File: config.mk
export PLATFORM = sky130hd
export DESIGN_NAME = fetch_stage
export DESIGN_NICKNAME = d
export VERILOG_FILES = /design/src/rtl/fetch_stage_pkg.sv /design/src/rtl/fetch_queue.sv /design/src/rtl/fetch_stage.sv
export SDC_FILE = /design/constraint.sdc
export NUM_CORES = 1
export LEC_CHECK = 0
export ABC_AREA = 1
export ABC_CLOCK_PERIOD_IN_PS = 7600
export BUFFER_PORTS_ARGS = -buffer_cell sky130_fd_sc_hd__buf_4
export CORE_ASPECT_RATIO = 0.6
export CORE_UTILIZATION = 35
export DETAILED_ROUTE_END_ITERATION = 8
export GPL_TIMING_DRIVEN = 0
export PLACE_DENSITY_LB_ADDON = 0.2
export SYNTH_ARGS = -nofsm -noshare
export SYNTH_HDL_FRONTEND = slang
export SYNTH_SLANG_ARGS = --single-unit
export TNS_END_PERCENT = 10
File: constraint.sdc
create_clock -name clk_i -period 7.6 [get_ports clk_i]
set_input_delay 1.14 -clock clk_i [delete_from_list [all_inputs] [get_ports clk_i]]
set_output_delay 1.14 -clock clk_i [all_outputs]
set_load 0.005 [all_outputs]
File: src/rtl/fetch_stage_pkg.sv
// Shared core constants and small decode helpers used by the fetch stage.
package fetch_stage_pkg;

  localparam logic [31:0] NOP_INSTR            = 32'h0000_0013;
  localparam logic [31:0] DEFAULT_RESET_VECTOR = 32'h0000_0000;
  localparam logic [6:0]  OPCODE_BRANCH        = 7'b1100011;
  localparam logic [6:0]  OPCODE_OP_IMM        = 7'b0010011;

  // A halfword whose low two bits are not 2'b11 starts a 16-bit instruction.
  function automatic logic is_full_width(input logic [15:0] half);
    return (half[1:0] == 2'b11);
  endfunction

  // Sign-extended B-type immediate (bit 0 is always zero).
  function automatic logic [31:0] imm_b(input logic [31:0] instr);
    return {{20{instr[31]}}, instr[7], instr[30:25], instr[11:8], 1'b0};
  endfunction

endpackage

File: src/rtl/fetch_queue.sv
// Two-entry word queue between the instruction-memory response port and the aligner.
// Entry 0 is always the oldest word; the aligner also sees the low half of entry 1.
module fetch_queue
  import fetch_stage_pkg::*;
(
  input  logic        clk_i,
  input  logic        rst_i,
  input  logic        flush,
  input  logic        push,
  input  logic [31:0] push_word,
  input  logic        pop,
  output logic [31:0] head_word,
  output logic [15:0] next_half,
  output logic [1:0]  count
);

  logic [31:0] entry_r [2];
  logic [1:0]  count_r;

  // Storage and occupancy: flush empties, pop shifts entry 1 down, push appends.
  always_ff @(posedge clk_i or negedge rst_i) begin
    if (!rst_i) begin
      entry_r[0] <= 32'h0000_0000;
      entry_r[1] <= 32'h0000_0000;
      count_r    <= 2'd0;
    end else if (flush) begin
      count_r <= 2'd0;
    end else begin
      case ({push, pop})
        2'b10: begin
          entry_r[count_r[0]] <= push_word;
          count_r             <= count_r + 2'd1;
        end
        2'b01: begin
          entry_r[0] <= entry_r[1];
          count_r    <= count_r - 2'd1;
        end
        2'b11: begin
          if (count_r == 2'd1) begin
            entry_r[0] <= push_word;
          end else begin
            entry_r[0] <= entry_r[1];
            entry_r[1] <= push_word;
          end
        end
        default: begin
          count_r <= count_r;
        end
      endcase
    end
  end

  assign head_word = entry_r[0];
  assign next_half = entry_r[1][15:0];
  assign count     = count_r;

endmodule

File: src/rtl/fetch_stage.sv
// Instruction fetch stage: word fetcher, halfword aligner, static backward-branch
// predictor and the registered hand-off to decode.
module fetch_stage
  import fetch_stage_pkg::*;
#(
  parameter logic [31:0] RESET_VECTOR = DEFAULT_RESET_VECTOR
) (
  input  logic        clk_i,
  input  logic        rst_i,
  output logic        imem_req_valid_o,
  input  logic        imem_req_ready_i,
  output logic [31:0] imem_req_addr_o,
  input  logic        imem_resp_valid_i,
  input  logic [31:0] imem_resp_data_i,
  input  logic        en_excep_program_counter_i,
  input  logic [31:0] excep_program_counter_i,
  input  logic        branch_redirect_i,
  input  logic [31:0] branch_target_i,
  input  logic        stall_fetch_stage_i,
  input  logic        flush_fetch_stage_i,
  output logic [31:0] instruction_o,
  output logic [31:0] program_counter_o,
  output logic        branch_taken_o
);

  logic [31:0] fetch_pc_r, pc_r, instr_r, pc_out_r;
  logic        taken_r, run_r;
  logic [1:0]  outst_r, discard_r;

  logic [31:0] q_head_s;
  logic [15:0] q_next_half_s;
  logic [1:0]  q_count_s;

  logic [15:0] half_s;
  logic        is32_s, avail_s, consume_s, predict_s, ext_redirect_s, redirect_s;
  logic        pop_s, push_s, req_valid_s, acc_s;
  logic [31:0] instr_s, target_s, pc_step_s;
  logic [1:0]  outst_next_s;

  fetch_queue u_queue (
    .clk_i     (clk_i),
    .rst_i     (rst_i),
    .flush     (redirect_s),
    .push      (push_s),
    .push_word (imem_resp_data_i),
    .pop       (pop_s),
    .head_word (q_head_s),
    .next_half (q_next_half_s),
    .count     (q_count_s)
  );

  // Aligner, predictor, redirect selection and request/response bookkeeping.
  always_comb begin
    half_s         = pc_r[1] ? q_head_s[31:16] : q_head_s[15:0];
    is32_s         = is_full_width(half_s);
    avail_s        = 1'b0;
    instr_s        = {16'h0000, half_s};
    target_s       = 32'h0000_0000;
    pc_step_s      = is32_s ? 32'd4 : 32'd2;

    // A 32-bit instruction straddling two words needs both queue entries.
    if (is32_s && pc_r[1]) begin
      avail_s = (q_count_s == 2'd2);
      instr_s = {q_next_half_s, q_head_s[31:16]};
    end else if (is32_s) begin
      avail_s = (q_count_s != 2'd0);
      instr_s = q_head_s;
    end else begin
      avail_s = (q_count_s != 2'd0);
    end

    ext_redirect_s = en_excep_program_counter_i | branch_redirect_i;
    consume_s      = avail_s & ~stall_fetch_stage_i & ~flush_fetch_stage_i & ~ext_redirect_s;
    predict_s      = consume_s & is32_s & (instr_s[6:0] == OPCODE_BRANCH) & instr_s[31];
    redirect_s     = ext_redirect_s | predict_s;

    if (en_excep_program_counter_i) begin
      target_s = excep_program_counter_i & ~32'h0000_0001;
    end else if (branch_redirect_i) begin
      target_s = branch_target_i & ~32'h0000_0001;
    end else begin
      target_s = (pc_r + imm_b(instr_s)) & ~32'h0000_0001;
    end

    // Leaving the head word: any 32-bit instruction, or a 16-bit one in the upper half.
    pop_s        = consume_s & (is32_s | pc_r[1]);
    req_valid_s  = run_r & (({1'b0, q_count_s} + {1'b0, outst_r}) < 3'd2);
    acc_s        = req_valid_s & imem_req_ready_i;
    push_s       = imem_resp_valid_i & (discard_r == 2'd0) & ~redirect_s;
    outst_next_s = outst_r + {1'b0, acc_s} - {1'b0, imem_resp_valid_i};
  end

  // Fetch/consume addresses, outstanding and discard counters.
  always_ff @(posedge clk_i or negedge rst_i) begin
    if (!rst_i) begin
      run_r      <= 1'b0;
      fetch_pc_r <= RESET_VECTOR;
      pc_r       <= RESET_VECTOR;
      outst_r    <= 2'd0;
      discard_r  <= 2'd0;
    end else begin
      run_r   <= 1'b1;
      outst_r <= outst_next_s;
      if (redirect_s) begin
        pc_r       <= target_s;
        fetch_pc_r <= target_s & ~32'h0000_0003;
        discard_r  <= outst_next_s;
      end else begin
        if (consume_s) begin
          pc_r <= pc_r + pc_step_s;
        end else begin
          pc_r <= pc_r;
        end
        if (acc_s) begin
          fetch_pc_r <= fetch_pc_r + 32'd4;
        end else begin
          fetch_pc_r <= fetch_pc_r;
        end
        if (imem_resp_valid_i && (discard_r != 2'd0)) begin
          discard_r <= discard_r - 2'd1;
        end else begin
          discard_r <= discard_r;
        end
      end
    end
  end

  // Decode hand-off register: kill beats stall, stall holds, otherwise instruction or bubble.
  always_ff @(posedge clk_i or negedge rst_i) begin
    if (!rst_i) begin
      instr_r  <= NOP_INSTR;
      pc_out_r <= RESET_VECTOR;
      taken_r  <= 1'b0;
    end else if (flush_fetch_stage_i || ext_redirect_s) begin
      instr_r <= NOP_INSTR;
      taken_r <= 1'b0;
    end else if (stall_fetch_stage_i) begin
      instr_r <= instr_r;
      taken_r <= taken_r;
    end else if (consume_s) begin
      instr_r  <= instr_s;
      pc_out_r <= pc_r;
      taken_r  <= predict_s;
    end else begin
      instr_r <= NOP_INSTR;
      taken_r <= 1'b0;
    end
  end

  assign imem_req_valid_o  = req_valid_s;
  assign imem_req_addr_o   = fetch_pc_r;
  assign instruction_o     = instr_r;
  assign program_counter_o = pc_out_r;
  assign branch_taken_o    = taken_r;

endmodule

Word level (Yosys, flattened, before mapping)
Cells that the tools add are included.
- flip-flop bits (word level): 200
- bits in latches: 0
- RAM bits: 0
- memory bits (read-only): 0
- input bits: 104
- memories kept: 0
- add/subtract/negate cells: 9
- multipliers: 0
- div/mod/pow operators: 0
- magnitude comparators: 3
- eq/ne operators: 9
- shift-type cells: 0
- mux-type cells: 28
- bitwise logic cells: 20
- reductions and logical operators: 16
- operators with widths (cell ; number):
    32-bit two-way mux ; 14
    32-bit one-hot mux with 3 select lines ; 1
    64-bit bitwise mux ; 1
    32-bit one-hot mux with 2 select lines ; 1
    32-bit by 3-bit adder with 32-bit output ; 1
    32-bit by 3-bit adder with 32-bit output (second input constant) ; 1
    32-bit adder ; 1
    32-bit demux with 1-bit select ; 1
    16-bit two-way mux ; 1
    2-bit nonzero test ; 6
    1-bit bitwise AND ; 11
    2-bit == test (second input constant) ; 4
    7-bit == test (second input constant) ; 1
    2-bit two-way mux ; 3
    3-bit AND reduction ; 2
    3-bit nonzero test ; 2
    1-bit NOT ; 5
    2-bit by 1-bit == test with 1-bit output (second input constant) ; 2
    1-bit two-way mux ; 4
    2-bit one-hot mux with 2 select lines ; 1
    2-bit by 1-bit subtractor with 2-bit output (second input constant) ; 2
    2-bit by 2-bit adder with 3-bit output ; 1
    1-bit logical AND ; 3
    3-bit by 2-bit less-than comparator with 1-bit output (second input constant) ; 1
    13 further kinds ; 15

Logic depth before layout (Yosys ltp)
Gate-level depths: netlist (run 1).
- word-level depth: 16
- mapped depth: 27
- gate-level depth less buffers: 24

Cells and area by module
From an unflattened synthesis (run 1), not the netlist that was laid out.
- cells, all modules: 2065
- area total of the unflattened synthesis: 13765.7 um^2
- by module, submodules not included (module ; instances ; cells an instance ; area an instance (um^2) ; seq. area each (um^2)):
    fetch_stage ; 1 ; 1565 ; 10050.9 ; 3256.9
    fetch_queue ; 1 ; 500 ; 3714.8 ; 1651.6

Worst setup path after synthesis (run 1)
Ideal clock, no wire load.
- path type: register to register
- start: register pc_r[1]
- end: register pc_r[22]
- arrival: 3713 ps
- required time: 7462 ps
- slack: 3748 ps
- cell stages (with the launch flop): 24
- buffers on the path: 3
- clock period less this slack: 3852 ps
- cells stage by stage: dfrtp_1 -> buf_2 -> nand2_1 -> o21ai_1 -> nor2_2 -> clkbuf_1 -> ha_1 -> clkbuf_1 -> inv_1 -> nand3_1 -> nand2_1 -> ha_1 -> nand2_1 -> inv_1 -> nand2_1 -> inv_1 -> a21oi_1 -> nand2_1 -> nand2_1 -> nand2_1 -> nand2_1 -> nand2_1 -> o21ai_0 -> a22oi_1
- longest elaborated chain between the ends: 12
- RTL lines (element ; RTL line ; source):
    start, declared ; fetch_stage.sv:26 ; logic [31:0] fetch_pc_r, pc_r, instr_r, pc_out_r;
    start signal, assigned ; fetch_stage.sv:105 ; pc_r <= target_s;
    start signal, assigned ; fetch_stage.sv:110 ; pc_r <= pc_r + pc_step_s;
    start signal, assigned ; fetch_stage.sv:112 ; pc_r <= pc_r;
    parallel branches: the longest is 12 deep, another holds 32-bit adder ; n/a ;
Several ways; the timed one is not identified. The select of a mux whose other input is x is not followed.
A chain may end at the register's enable or synchronous reset.

Worst setup path in the final report (run 1)
Same ends and word-level chain as after synthesis.

==> metrics.md, run 1 <==
| Metric | Value |
|---|---|
| Cell area after synthesis | `13600 sq um` |
| Cell Area, Placed | `15800 sq um` |
| Crit path max-delay cell type | `o21ai_0` |
| Number of diodes | `0` |
| Sequential group share of total power | `40.4%` |
| Final Core Density | `42.9%` |
| Synth top area cells | `dfrtp_1, nand2_1, nand3_1, nor2_1, inv_1` |
| Die Y | `155 um` |
| Clock latency on the worst-skew pair | `0.47 ns` |
| Leakage power total | `8.17 nW` |
| Net Sw Power | `1.71 mW` |
| WP buf/inv | `6` |
| WHS | `0.477 ns` |
| Die W | `257 um` |
| Crit-path max cell delay | `0.83 ns` |
| Routed Antenna Nets | `0` |
| Total design power | `3.96 mW` |
| Yosys reg bits | `196` |
| Via total after detailed routing | `15100` |
| Hold Vio Cnt, Final | `0` |
| Worst VDD drop | `0.123 mV` |
| Worst slew pin tran | `1.10 ns` |
| Worst Path Required | `7.89 ns` |
| Final GP Congestion | `0.972` |
| Inst Count DP | `2683` |
| Switch share | `43.1%` |
| Final setup vio count | `0` |
| Crit Path Max Fanout | `24` |
| Crit path cell chain | `buf_2 > nand2_1 > o21ai_1 > nor2_2 > clkbuf_1 > ha_1 > clkbuf_1 > inv_1 > nand3_1 > nand2_1 > ha_1 > nand2_1 > inv_1 > nand2_1 > inv_1 > a21oi_1 > nand2_1 > nand2_1 > nand2_1 > nand2_1 > nand2_1 > o21ai_0 > a22oi_1` |
| Achievable Freq | `156 MHz` |
| Initial antenna violation count | `0` |
| Iter 0 DRT Violations | `1851` |
| First-pass GRT wire length | `87000 um` |
| Logic pwr share | `37.2%` |
| Clock Tree Buf Depth | `2` |
| Final Max Slew Viols | `0` |
| Crit path launch type | `register` |
| Residual DRC | `0` |
| Pre-antenna DRT Iters | `5` |
| Min-delay worst type | `register to register` |
| Syn. warnings | `0` |
| Biggest area consumer among synthesized cells | `dfrtp_1` |
| Number of port buffers | `195` |
| Headroom to the max-slew limit | `26.2%` |
| Final period util | `84.6%` |
| Worst slack, placed | `1.49 ns` |
| Hold-fix buffers, CTS | `0` |
| Initial core utilization | `35.8%` |
| Final Instance Count excl. Fillers | `2715` |
| GRT Resource Usage Total | `29.1%` |
| Clk pwr share | `22.3%` |
| Cells after Synth | `1972` |
| Max-cap violation count | `0` |
| Crit path kind | `register to register` |
| CP top delay family | `simple AND/OR/NAND/NOR gates` |
| Row count | `55` |
| RSZ-0062 raised after global routing | `no` |
| Worst setup margin | `1.17 ns` |
| DR vias/cell | `5.56` |
| Clock Sinks | `196` |
| Worst Skew | `0.0206 ns` |
| Hpwl dp | `46900 um` |
| Vias in the first global route | `13900` |
| Internal | `2.25 mW` |
| DIE AREA | `39700 sq um` |
| Post-CTS Setup Bufs | `0` |
| Drt wl/cell | `21.4 um` |
| Grt ovf | `0` |
| Sequential-to-total area share from yosys stat | `36.0%` |
| Most frequent CP cell | `nand2_1` |
| Largest net degree at the start of global routing | `104` |
| Setup crit end kind | `register` |
| Mean Syn Cell Area | `6.91 sq um` |
| Post-CTS sizing | `0` |
| Share of cells above drive strength 1 | `14.3%` |
| Final min period | `6.43 ns` |
| Post-Route WL | `58200 um` |
| TritonCTS buffer count | `17` |
| IO Pins | `202` |
| P&R area growth vs syn | `19.7%` |
| PD cells | `243 nW/um^2` |
| Outcome | `complete, no violations` |
| CTS H-Tree Depth | `4` |
| Clock-pin slew on the worst setup and hold paths | `0.08 ns` |
| Synth cell types | `49` |
| Setup TNS Final | `0 ns` |
| Root Driver | `clkbuf_16` |
| Core outline area | `38000 sq um` |
| Critical path arrival | `6.72 ns` |
| Share of Yosys cell area claimed by the top area cell type | `35.5%` |
| # nets final | `2336` |
| TritonCTS clock tree | `built` |
| Final instance area | `16300 sq um` |
==> layer usage <==
metal / vias up / track usage, % / wire (um)
li1: 7000 / - / -
met3: 43 / 9.18 / 6630
met5: - / 0 / 0
met2: 713 / 38.2 / 22300
met1: 7342 / 45.7 / 28600
met4: 0 / 5.02 / 662
==> sequential cells by signal, indices dropped and copies added, names as in the netlist <==
register / flops
u_queue.next_half: 16
u_queue.entry_r: 16
instruction_o: 32
program_counter_o: 31
u_queue.head_word: 32
outst_r: 2
run_r: 1
u_queue.count: 2
branch_taken_o: 1
imem_req_addr_o: 30
discard_r: 2
pc_r: 31
==> Yosys cell counts, drive strengths merged <==
cell type  instances
nand4             26
a22oi             10
nor4               8
o22ai             13
clkbuf            40
ha                40
nor3              29
a21oi             74
o21a               1
o21bai             9
dfstp              3
xnor2              8
buf               50
xor2              22
a32o               8
o21ai            112
o221ai             4
fa                 3
a22o              24
o31ai              7
nor2             176
mux2              17
a31oi             12
conb               2
o211ai            10
dfrtp            193
nand3            286
inv              173
or2                5
nand2            597
clkinv             2
nor3b              3
nand3b             4
o2111ai            1
==> cell families (layout without fill, tap and decap cells) <==
| group | Yosys count | in the layout | synth area share (%) |
|---|---|---|---|
| compound gates | 285 | 285 | 12.6 |
| simple gates | 1134 | 1134 | 35.7 |
| fa+ha+maj | 43 | 43 | 4.12 |
| buf+inv | 265 | 493 | 8.09 |
| mux | 17 | 17 | 1.41 |
| flops | 196 | 196 | 36.0 |
| other cells | 2 | 4 | 0.0551 |
| xor+xnor | 30 | 30 | 1.93 |
==> power by group through the flow <==
stage | combinational, mW | clock, mW | sequential, mW
4_1_cts | 1.44 | 0.893 | 1.58
2_1_floorplan | 0.861 | 0 | 1.48
3_5_place_dp | 1.43 | 0 | 1.60
3_3_place_gp | 1.41 | 0 | 1.59
6_report | 1.47 | 0.883 | 1.60
5_1_grt | 1.63 | 0.927 | 1.62
==> path summary, 6_finish.rpt <==
check	to	cells past startpoint	slack (ns)	start
setup reg to reg	pc_r[22]$_DFFE_PN0N_	23	1.17	pc_r[1]$_DFFE_PN0N_
min in group asynchronous	u_queue.next_half[7]$_DFFE_PN0P_	1	0.70	rst_i
max in group asynchronous	imem_req_addr_o[29]$_DFFE_PN0P_	2	5.85	rst_i
hold reg to reg	program_counter_o[16]$_DFFE_PN0P_	2	0.48	program_counter_o[16]$_DFFE_PN0P_
hold / removal	program_counter_o[16]$_DFFE_PN0P_	2	0.48	program_counter_o[16]$_DFFE_PN0P_
setup / recovery	pc_r[22]$_DFFE_PN0N_	23	1.17	pc_r[1]$_DFFE_PN0N_
==> placed cells by master, fill, tap and decap left out, types with 22 or more instances in the layout <==
cell type,synthesis,final
o21ai_0,109,109
dfrtp_1,193,193
nor2_1,169,169
nand4_1,26,26
xor2_1,22,22
nand2_1,595,595
buf_4,8,202
buf_2,32,32
clkbuf_1,40,43
a21oi_1,73,73
a22o_1,24,24
nand3_1,285,285
nor3_1,28,28
inv_1,165,165
ha_1,40,40
==> cell type report <==
cell class | instances | area (sq um)
multi-input combinational | 1513 | 7610
clock inverter | 12 | 95.1
tap | 513 | 642
timing repair buffer | 196 | 1500
fill | 4024 | 21700
sequential | 196 | 4910
inverter | 175 | 664
clock buffer | 20 | 437
buffer | 90 | 438
==> worst min-delay path, stage by stage (launching register included) <==
cell and delay [ns]:
dfrtp_1 0.35, nand2_1 0.05, nand2_1 0.04
Note: power is estimated with default switching activity, not from simulation.
==> run 2, diff against run 1 <==
--- a/config.mk
+++ b/config.mk
@@ -5,8 +5,8 @@
 export SDC_FILE = /design/constraint.sdc
 export NUM_CORES = 1
 export LEC_CHECK = 0
-export ABC_AREA = 1
-export ABC_CLOCK_PERIOD_IN_PS = 7600
+export ABC_AREA = 0
+export ABC_CLOCK_PERIOD_IN_PS = 6740
 export BUFFER_PORTS_ARGS = -buffer_cell sky130_fd_sc_hd__buf_4
 export CORE_ASPECT_RATIO = 0.6
 export CORE_UTILIZATION = 35
==> constraint.sdc (replaced) <==
create_clock -name clk_i -period 6.74 [get_ports clk_i]
set_input_delay 1.011 -clock clk_i [delete_from_list [all_inputs] [get_ports clk_i]]
set_output_delay 1.011 -clock clk_i [all_outputs]
set_load 0.005 [all_outputs]
==> run 2 against run 1 <==
Compared with the run above: global-route usage is 3.0 points lower; sequential share of layout area grew 4.1 points; clock power is 31% higher; critical path type unchanged; critical endpoint is now imem_req_addr_o[21]$_DFFE_PN0P_.
==> metrics.md, run 2 <==
| Metric | Value |
|---|---|
| Outcome | `complete, no violations` |
| Final Core Density | `44.0%` |
| Syn. warnings | `0` |
| Final setup vio count | `0` |
| Die W | `237 um` |
| TritonCTS buffer count | `17` |
| Fillers | `3238` |
| Number of port buffers | `194` |
| Post-synth top cells | `nand2_1, dfrtp_1, o21ai_0, a21oi_1, nor2_1` |
| Clock Sinks | `196` |
| Top-count cell post-synth | `nand2_1` |
| Via total after detailed routing | `10900` |
| Synth cell types | `80` |
| Initial antenna violation count | `1` |
| Residual DRC | `0` |
| RSZ-0062 raised after global routing | `no` |
| Hpwl dp | `34600 um` |
| IO Pins | `202` |
| PD cells | `289 nW/um^2` |
| Cell area after synthesis | `11600 sq um` |
| Largest net degree at the start of global routing | `109` |
| WHS | `0.479 ns` |
| Row count | `51` |
| Biggest area consumer among synthesized cells | `dfrtp_1` |
| Crit Path Max Fanout | `21` |
| Final period util | `96.4%` |
| Max-cap violation count | `0` |
| DR vias/cell | `5.67` |
| Most frequent cells in the layout | `nand2_1, buf_4, dfrtp_1` |
| Worst slack, placed | `-0.213 ns` |
| EDFF count, synth | `0` |
| Worst VDD drop | `0.178 mV` |
| Drt wl/cell | `23.0 um` |
| Achievable Freq | `154 MHz` |
| Final min period | `6.50 ns` |
| Critical path arrival | `6.80 ns` |
| # nets final | `1632` |
| Min-delay worst type | `register to register` |
| Headroom to the max-slew limit | `22.7%` |
| Final GP Congestion | `0.982` |
| Yosys reg bits | `196` |
| Crit path launch type | `register` |
| Worst Path Required | `7.04 ns` |
| Sequential-to-total area share from yosys stat | `42.2%` |
| Commonest non-fill, non-tap cell in the layout | `nand2_1` |
| Share of Yosys cell area claimed by the top area cell type | `41.5%` |
| P&R area growth vs syn | `23.2%` |
| Crit path kind | `register to register` |
| Ys async rst share | `100%` |
| Ys flop type | `dfrtp_1` |
| DIE AREA | `34000 sq um` |
| Share of cells above drive strength 1 | `23.3%` |
| Vias in the first global route | `9982` |
| Clock Tree Buf Depth | `2` |
| GRT Resource Usage Total | `26.2%` |
| Clock-pin slew on the worst setup and hold paths | `0.09 ns` |
| Die Y | `143 um` |
| Root Driver | `clkbuf_16` |
| Initial core utilization | `35.8%` |
| Mean Syn Cell Area | `9.17 sq um` |
| First-pass GRT wire length | `64600 um` |
| Worst slew pin tran | `1.13 ns` |
| CTS H-Tree Depth | `4` |
| Setup crit end kind | `register` |
| Worst Skew | `0.0143 ns` |
| TritonCTS clock tree | `built` |
| Routed Antenna Nets | `0` |
| Hold Vio Cnt, Final | `0` |
| Iter 0 DRT Violations | `1311` |
| Grt ovf | `0` |
| Pre-antenna DRT Iters | `5` |
| Hold-fix buffers, CTS | `0` |
| Cells after Synth | `1269` |
| Final Max Slew Viols | `0` |
| Worst setup margin | `0.239 ns` |
| Clock latency on the worst-skew pair | `0.47 ns` |
| Leakage power total | `6.50 nW` |
| Post-Route WL | `44300 um` |
| Synth top area cells | `dfrtp_1, nand2_1, ha_1, o21ai_0, mux2_2` |
| Core outline area | `32500 sq um` |
[run 2: cell count changes after synthesis, sizes merged, moves of 15 or more]
cell | previous run | this run
nand2 | 597 | 245
inv | 173 | 13
xnor2 | 8 | 29
mux2 | 17 | 39
a22oi | 10 | 44
nor3 | 29 | 14
and3 | 0 | 16
xor2 | 22 | 39
buf | 50 | 33
nor2 | 176 | 65
nand3 | 286 | 38
[run 2: metrics by stage]
| stage | TNS, ns | area, sq um | total power, mW | cells |
|---|---|---|---|---|
| floorplan | 0 | 11600 | 2.40 | 1271 |
| global placement | -0.739 | 13600 | 2.94 | 1889 |
| detailed placement | -0.355 | 13700 | 2.96 | 1890 |
| CTS | 0 | 14300 | 4.12 | 1922 |
| global route | 0 | 14300 | 4.35 | 1923 |
| finish | 0 | 14300 | 4.14 | 1923 |
[run 2: cell type report]
class	instances	area [sq um]	share of cell area (%)
multi-input cells	989	6340	44.3
flip-flops and latches	196	4910	34.3
repair buffers	195	1490	10.4
well taps	424	531	3.70
clock buffers	17	425	2.97
plain buffers	70	334	2.33
clock inverters	15	224	1.56
inverters	16	70.1	0.489
diodes	1	2.50	0.0175
[run 2: cell families (layout without fill, tap and decap cells)]
kind of cell,Yosys count,count (layout),synth area share [%]
xor+xnor,68,68,5.12
flops,196,196,42.2
fa+ha+maj,43,43,4.82
buf+inv,86,313,3.47
simple gates,454,454,18.1
mux,51,51,4.84
compound gates,369,369,21.4
other cells,2,5,0.0645
[run 2: path summary, 6_finish.rpt]
path | start | endpoint | slack (ns) | cells after the start
min reg2reg | program_counter_o[8]$_DFFE_PN0P_ | program_counter_o[8]$_DFFE_PN0P_ | 0.48 | 2
max | pc_r[1]$_DFFE_PN0N_ | imem_req_addr_o[21]$_DFFE_PN0P_ | 0.24 | 18
min in group asynchronous | rst_i | instruction_o[21]$_DFFE_PN0P_ | 0.61 | 1
min | program_counter_o[8]$_DFFE_PN0P_ | program_counter_o[8]$_DFFE_PN0P_ | 0.48 | 2
max reg2reg | pc_r[1]$_DFFE_PN0N_ | imem_req_addr_o[21]$_DFFE_PN0P_ | 0.24 | 18
max in group asynchronous | rst_i | u_queue.head_word[12]$_DFFE_PN0P_ | 5.17 | 2
[run 2: per-layer routing]
metal / up-vias / wire (um) / global-route usage, %
met5: - / 0 / 0
met4: 0 / 860 / 7.81
met3: 47 / 3840 / 4.62
met1: 5369 / 22600 / 42.8
li1: 4992 / - / -
met2: 496 / 16900 / 33.4
[run 2: worst max-delay path, cell delays in order (launching register included)]
cell and delay [ns]:
dfrtp_1 0.41, buf_2 0.20, o21ai_2 0.58, ha_1 0.27, clkbuf_1 0.36, nor2b_1 0.11, a22oi_2 0.65, inv_1 0.62
ha_1 0.46, buf_2 0.19, and4_1 0.26, nand3_1 0.09, a211oi_1 0.37, o21ai_0 0.27, nand3_1 0.16, xnor2_1 0.19
nor2_1 0.08, a2111oi_0 0.96, a211oi_1 0.10
[run 2: power breakdown]
group,leakage [nW],internal [mW],switching [mW]
Sequential,2.52,1.41,0.278
Combinational,3.67,0.561,0.730
Clock,0.312,0.634,0.525
[run 2: what timing repair did]
| item | in CTS | in global routing |
|---|---|---|
| setup endpoints to repair | 6 | 1 |
| buffers inserted | 0 | 0 |
| resized for setup | 1 | 1 |
| endpoints found under the hold margin | 0 | 0 |
